==> src/rtl/stepper_axis_driver.sv <==
// Two-axis full-step stepper driver for the solar tracker: a shared step-rate prescaler
// feeds two independent axis FSMs that return each axis position in degrees.

module stepper_axis #(
  parameter int STEPS_PER_DEG = 8,
  parameter int SETTLE_TICKS  = 2,
  parameter int ANGLE_MAX     = 360
) (
  input  logic        clk,
  input  logic        rst_n,
  input  logic        enable,
  input  logic        tick,
  input  logic [1:0]  cmd,
  output logic [3:0]  coil,
  output logic [15:0] angle,
  output logic        moving
);
  // state  | meaning
  // IDLE   | coils hold current phase, no motion
  // FWD    | stepping forward (angle up) on each tick
  // REV    | stepping in reverse (angle down) on each tick
  // SETTLE | forced idle ticks before a direction reversal
  typedef enum logic [1:0] {S_IDLE, S_FWD, S_REV, S_SETTLE} axis_state_t;

  localparam int SUB_W = (STEPS_PER_DEG > 1) ? $clog2(STEPS_PER_DEG) : 1;
  localparam int SET_W = $clog2(SETTLE_TICKS + 1);
  localparam logic [SUB_W-1:0] SUB_LAST   = SUB_W'(STEPS_PER_DEG - 1);
  localparam logic [SET_W-1:0] SET_LOAD   = SET_W'(SETTLE_TICKS);
  localparam logic [SET_W-1:0] SET_ONE    = SET_W'(1);
  localparam logic [15:0]      ANGLE_LAST = 16'(ANGLE_MAX - 1);

  axis_state_t      state, state_nxt;
  logic [1:0]       phase, phase_nxt;
  logic [SUB_W-1:0] sub, sub_nxt;
  logic [SET_W-1:0] settle, settle_nxt;
  logic [15:0]      angle_nxt;
  logic [3:0]       coil_nxt;
  logic             step_fwd, step_rev;
  logic             cmd_fwd, cmd_rev;

  function automatic logic [3:0] coil_map(input logic [1:0] ph);
    case (ph)
      2'd0:    coil_map = 4'b1100;
      2'd1:    coil_map = 4'b0110;
      2'd2:    coil_map = 4'b0011;
      default: coil_map = 4'b1001;
    endcase
  endfunction

  assign cmd_fwd = (cmd == 2'b10);
  assign cmd_rev = (cmd == 2'b01);

  always_comb begin
    state_nxt  = state;
    settle_nxt = settle;
    step_fwd   = 1'b0;
    step_rev   = 1'b0;
    if (!enable) begin
      state_nxt  = S_IDLE;
      settle_nxt = '0;
    end else if (tick) begin
      case (state)
        S_IDLE: begin
          if (cmd_fwd) begin
            state_nxt = S_FWD;
            step_fwd  = 1'b1;
          end else if (cmd_rev) begin
            state_nxt = S_REV;
            step_rev  = 1'b1;
          end
        end
        S_FWD: begin
          if (cmd_fwd) begin
            step_fwd = 1'b1;
          end else if (cmd_rev) begin
            state_nxt  = S_SETTLE;
            settle_nxt = SET_LOAD;
          end else begin
            state_nxt = S_IDLE;
          end
        end
        S_REV: begin
          if (cmd_rev) begin
            step_rev = 1'b1;
          end else if (cmd_fwd) begin
            state_nxt  = S_SETTLE;
            settle_nxt = SET_LOAD;
          end else begin
            state_nxt = S_IDLE;
          end
        end
        S_SETTLE: begin
          if (settle > SET_ONE) begin
            settle_nxt = settle - SET_ONE;
          end else begin
            state_nxt  = S_IDLE;
            settle_nxt = '0;
          end
        end
        default: state_nxt = S_IDLE;
      endcase
    end
  end

  // Position bookkeeping: phase tracks the coil pattern, sub counts steps within a degree.
  always_comb begin
    phase_nxt = phase;
    sub_nxt   = sub;
    angle_nxt = angle;
    if (step_fwd) begin
      phase_nxt = phase + 2'd1;
      if (sub == SUB_LAST) begin
        sub_nxt   = '0;
        angle_nxt = (angle == ANGLE_LAST) ? 16'd0 : angle + 16'd1;
      end else begin
        sub_nxt = sub + SUB_W'(1);
      end
    end else if (step_rev) begin
      phase_nxt = phase - 2'd1;
      if (sub == '0) begin
        sub_nxt   = SUB_LAST;
        angle_nxt = (angle == 16'd0) ? ANGLE_LAST : angle - 16'd1;
      end else begin
        sub_nxt = sub - SUB_W'(1);
      end
    end
    coil_nxt = enable ? coil_map(phase_nxt) : 4'b0000;
  end

  always_ff @(posedge clk or negedge rst_n) begin
    if (!rst_n) begin
      state  <= S_IDLE;
      phase  <= '0;
      sub    <= '0;
      settle <= '0;
      angle  <= '0;
      coil   <= '0;
    end else begin
      state  <= state_nxt;
      phase  <= phase_nxt;
      sub    <= sub_nxt;
      settle <= settle_nxt;
      angle  <= angle_nxt;
      coil   <= coil_nxt;
    end
  end

  assign moving = (state == S_FWD) || (state == S_REV);

endmodule

module stepper_axis_driver #(
  parameter int STEP_DIV      = 50000,
  parameter int STEPS_PER_DEG = 8,
  parameter int SETTLE_TICKS  = 2,
  parameter int ANGLE_MAX     = 360
) (
  input  logic        clk,
  input  logic        rst_n,
  input  logic        enable,
  input  logic [1:0]  S_out_teta,
  input  logic [1:0]  S_out_fi,
  output logic [3:0]  coil_teta,
  output logic [3:0]  coil_fi,
  output logic [15:0] teta_actual,
  output logic [15:0] fi_actual,
  output logic        moving_teta,
  output logic        moving_fi
);
  localparam int CNT_W = $clog2(STEP_DIV);
  localparam logic [CNT_W-1:0] CNT_LAST = CNT_W'(STEP_DIV - 1);

  logic [CNT_W-1:0] presc;
  logic             tick;

  always_ff @(posedge clk or negedge rst_n) begin
    if (!rst_n) begin
      presc <= '0;
    end else if (!enable || presc == CNT_LAST) begin
      presc <= '0;
    end else begin
      presc <= presc + CNT_W'(1);
    end
  end

  assign tick = enable && (presc == CNT_LAST);

  stepper_axis #(
    .STEPS_PER_DEG(STEPS_PER_DEG),
    .SETTLE_TICKS (SETTLE_TICKS),
    .ANGLE_MAX    (ANGLE_MAX)
  ) u_teta (
    .clk   (clk),
    .rst_n (rst_n),
    .enable(enable),
    .tick  (tick),
    .cmd   (S_out_teta),
    .coil  (coil_teta),
    .angle (teta_actual),
    .moving(moving_teta)
  );

  stepper_axis #(
    .STEPS_PER_DEG(STEPS_PER_DEG),
    .SETTLE_TICKS (SETTLE_TICKS),
    .ANGLE_MAX    (ANGLE_MAX)
  ) u_fi (
    .clk   (clk),
    .rst_n (rst_n),
    .enable(enable),
    .tick  (tick),
    .cmd   (S_out_fi),
    .coil  (coil_fi),
    .angle (fi_actual),
    .moving(moving_fi)
  );

endmodule

==> config.mk <==
export PLATFORM = sky130hd
export DESIGN_NAME = stepper_axis_driver
export DESIGN_NICKNAME = d
export VERILOG_FILES = /design/src/rtl/stepper_axis_driver.sv
export SDC_FILE = /design/constraint.sdc
export NUM_CORES = 1
export LEC_CHECK = 0
export CORE_ASPECT_RATIO = 1.4
export CORE_MARGIN = 5
export CORE_UTILIZATION = 38
export DETAILED_ROUTE_END_ITERATION = 10
export GPL_ROUTABILITY_DRIVEN = 0
export PLACE_DENSITY = 0.67
export REMOVE_ABC_BUFFERS = 1
export SYNTH_ARGS = -nofsm -noshare
export SYNTH_HDL_FRONTEND = slang
export SYNTH_SLANG_ARGS = --single-unit
==> constraint.sdc <==
create_clock -name clk -period 2.85 [get_ports clk]
set_input_delay 0.4275 -clock clk [delete_from_list [all_inputs] [get_ports clk]]
set_output_delay 0.4275 -clock clk [all_outputs]
set_load 0.02 [all_outputs]
* Word level (Yosys, flattened, before mapping)
Cells that the tools add are included.
Storage, ports and cells: bits of input ports 7, output and inout port bits 42, logic and storage cells 172, register bits after elaboration 74
Cells by class: muxes and demuxes 81, equal/unequal tests 36, add/sub/neg operators 15, $lt $le $gt $ge 2, reductions and logical operators 25
Operators by type and width (count):
- two-way mux 16 bit | 13
- two-way mux 2 bit | 34
- adder 16 x 1 -> 16 bit, second input constant | 3
- == test 16 x 9 -> 1 bit, second input constant | 2
- logical NOT 16 bit | 2
- subtractor 16 x 1 -> 16 bit, second input constant | 2
- two-way mux 3 bit | 8
- case mux 4 bit (3 select lines) | 2
- inequality test 3 bit, second input constant | 6
- == test 16 bit, second input constant | 1
- == test 2 bit, second input constant | 8
- two-way mux 1 bit | 16
- case mux 2 bit (4 select lines) | 2
- == test 2 x 1 -> 1 bit, second input constant | 6
- inequality test 3 x 2 -> 1 bit, second input constant | 4
- case mux 2 bit (3 select lines) | 2
- AND reduction 6 bit | 2
- AND reduction 5 bit | 2
- logical NOT 2 bit | 4
- two-way mux 4 bit | 2
- inequality test 4 x 1 -> 1 bit, second input constant | 2
- inequality test 4 x 2 -> 1 bit, second input constant | 2
- nonzero test 2 bit | 4
- subtractor 2 x 1 -> 2 bit, second input constant | 4
- 14 further kinds | 26

* Longest topological paths before layout
word-level depth 11, mapped depth 11

* Hierarchy
From an unflattened synthesis, not the netlist that was laid out.
Second synthesis, totals: cell total of the unflattened synthesis 637, area, all modules 5457.7 sq um
By module, submodules not included:
- stepper_axis (u_teta) | instances 1, area each 2372.3 sq um, cells each 283, sequential area each 725.7 sq um
- stepper_axis (u_fi) | instances 1, area each 2258.4 sq um, cells each 274, sequential area each 725.7 sq um
- stepper_axis_driver | instances 1, area each 827.0 sq um, cells each 80, sequential area each 400.4 sq um

* Worst setup path after synthesis
OpenSTA, ideal clock, no wires.
kind register -> register, from reg u_teta.angle[5], to reg u_teta.angle[12], setup slack 215 ps, arrival 2496 ps, stages on the path, launching flop included 11, library setup time 139 ps, path buffers 4, cell sequence dfrtp_1 > buf_6 > or4_4 > buf_6 > or4_4 > buf_6 > o31a_1 > buf_6 > a22o_1 > a21oi_1 > a21oi_1
Between the ends: longest elaborated chain between the ends 5
Ends and longest elaborated chain:
- from (decl) | line 15 | output logic [15:0] angle,
- from (signal assigned) | line 143 | angle <= angle_nxt;
- subtractor 16 x 1 -> 16 bit / logical NOT 16 bit (equally long branches) | line 122 | angle_nxt = (angle == 16'd0) ? ANGLE_LAST : angle - 16'd1;
- two-way mux 16 bit | line 122
- two-way mux 16 bit | line 120 | if (sub == '0) begin
- two-way mux 16 bit | line 118 | end else if (step_rev) begin
- two-way mux 16 bit * | line 110 | if (step_fwd) begin
Mark *: on every way between the ends. The rest lies on a longest branch, timed or not. The select of a mux whose other input is x is not followed. A chain may end at the register's enable or synchronous reset.

* Worst setup path in the final report
from reg u_teta.angle[1], to reg u_teta.angle[3]
Same word-level chain as after synthesis.

==> out/metrics.csv <==
metric,value,unit
synthesis.area,0.00539,mm2
cts-root-buf,clkbuf_16,
worstPathRequired,3060,ps
vias_per_cell,6.07,
fmax,0.385,GHz
start_util,0.388,
ys_ff_latch,74,
wl_per_cell,17.0,um
switching_share,0.208,
netlist.area_leader.share,0.343,
area_growth_syn_to_layout,21.8,%
r2r_slack,250,ps
critical_path.startpoint_type,flop,
grt_pass1_vias,5589,
min_path_type,input port to async pin,
insertion_delay,330,ps
powerDensity,353,mW/mm2
synth_most_common_cell,dfrtp_1,
placed_cells,887,
ctsLongestPathBuffers,2,
ys_warn_count,0,
grt_max_degree,75,
core_area,0.0139,mm2
reg2reg_from,u_teta.angle[1],
post-route-util,0.472,
tns,0,ps
drv_slew,0,
r2r_end,u_teta.angle[3],
synthArstFlopShare,1.00,
postCtsSetupBuffers,0,
crit_arrival,2810,ps
clkPwrFrac,0.502,
rsz0062_at_grt,no,
final_area,0.00657,mm2
ys.flop_type,dfrtp_1,
cts_tree,done,
die_height,151,um
maxCapViolCount,0,
ant_nets,0,
hold_viol_final,0,
switching_power,0.000483,W
fin_crit_sh,0.912,
htree_levels,3,
maxSlewHeadroom,0.349,
cts.clk_slew.worst_paths,60,ps
portBuffers,48,
leakage,2.63,nW
synth.area.top_cells,"dfrtp_1 34%, ha_1 8.1%, a21oi_1 4.5%",
drtIter0Drc,381,
ys_seq_area_frac,0.343,
drc,0,
cts-hold-fix-buffers,0,
p_int,0.00183,W
cts_buffers,9,
grt_antenna_before_repair,0,
synthTopCellsByCount,"74 x dfrtp_1, 59 x nor2_1, 56 x nand2_1",
fin_crit,2600,ps
totalWireLength,15.3,mm
worstPathMaxFanout,8,
firstDrtPassIters,5,
setup_viol,0,
ir_worst_vdd,0.232,mV
drive_above_1_share,0.0962,
skew,4.23,ps
die_w,111,um
avgSynthCellArea,8.28,um2
syn_inst,651,
cts.sinks,74,
cp-startpoint,u_teta.angle[1],
num_rows,51,
p_comb_frac,0.040,
detailed_place_hpwl,11.2,mm
grt_usage,0.188,
overflow,0,
crit_type,flop to flop,
grt_pass1_wl,26.2,mm
synth_edf_count,0,
vias,5476,
die_area,0.0167,mm2
tightest_slew,976,ps
n_antenna_cell,0,
yosys.area.top_type,dfrtp_1,
io_pins,49,
postPlaceCellArea,0.00626,mm2
worst-r2r-cell-count,9,
end_kind,flop,
power_frac_seq,0.459,
nets,755,
ys_types,66,
outcome,completed,
finalNonFillerCells,902,
critical path, cell delays in order, from the launching register on:
cell	delay (ps)
dfrtp_1	430
inv_1	140
ha_1	210
or3b_2	490
or4_4	520
o31ai_2	160
buf_4	220
o22ai_1	80
a21oi_1	170
a21oi_1	60
layout by cell type, fill, tap and decap left out, drive strengths merged, types with 7 or more instances in the layout:
master and count:
inv 25, nor4 11, buf 42, nand4 22, mux2i 8, clkdlybuf4s50 47
and3 14, xor2 14, dfrtp 74, o21ai 53, nor3 26, clkbuf 13
and4 8, or4 7, a221oi 10, ha 35, nand2 56, nand3 28
xnor2 8, a21oi 49, nor2 59
stage by stage:
stage	total power, W	hold slack, ps	worst slack (ps)
final	0.00232	235	250
after global routing	0.00241	346	65.6
after CTS	0.00235	287	196
after detailed placement	0.00117	488	-1.37
after global placement	0.00117	471	49.6
after floorplan	0.00112	132	-457
worst max-delay path by stage:
stage,depth (start not counted),slack (ps),end
final,9,250,u_teta.angle[3]
after global routing,7,70,u_teta.angle[14]
after CTS,7,200,u_teta.angle[10]
after detailed placement,8,-1,u_teta.angle[4]
after global placement,8,50,u_teta.angle[4]
after floorplan,8,-460,u_teta.angle[15]
registers in the layout, indices dropped and copies added, names as in the netlist, 3 cells and up:
signal        cells
u_fi.sub          3
u_fi.angle       16
u_fi.coil         4
u_teta.sub        3
u_teta.coil       4
presc            16
u_teta.angle     16
cell type report:
| class | count | area, um2 |
|---|---|---|
| repair buffers | 89 | 798 |
| flip-flops and latches | 74 | 1850 |
| inverters | 25 | 93.8 |
| well taps | 185 | 231 |
| clock buffers | 13 | 270 |
| clock inverters | 2 | 35.0 |
| multi-input cells | 514 | 3290 |
| fillers | 1377 | 7340 |
what timing repair did:
item / CTS / global route
endpoints found under the setup margin: 0 / 1
endpoints found under the hold margin: 0 / 0
gates resized for setup: 0 / 1
cells by family (layout without fill, tap and decap cells):
logic type      after synthesis  count (layout)  share of synthesized area
compound gates              177             177                      0.211
xor+xnor                     22              22                     0.0357
fa+ha+maj                    35              35                     0.0812
buf+inv                      63             129                     0.0494
flops                        74              74                      0.343
mux                           8               8                     0.0149
simple gates                272             272                      0.265
power groups by stage:
stage	sequential [W]	combinational, W	clock [W]
finish	0.00106	0.0000926	0.00116
CTS	0.00106	0.0000951	0.00119
floorplan	0.00108	0.0000339	0
global route	0.00106	0.000106	0.00125
global placement	0.00108	0.0000918	0
detailed placement	0.00108	0.0000941	0
routing by layer:
layer | part of all wire | wire length, um | GRT usage | vias up
met5 | 0 | 0 | 0 | -
met4 | 0.039 | 593 | 0.105 | 0
met3 | 0.054 | 830 | 0.0384 | 51
met2 | 0.52 | 7990 | 0.338 | 246
met1 | 0.39 | 5930 | 0.206 | 2644
li1 | - | - | - | 2535
Power figures use the tool's default switching activity.
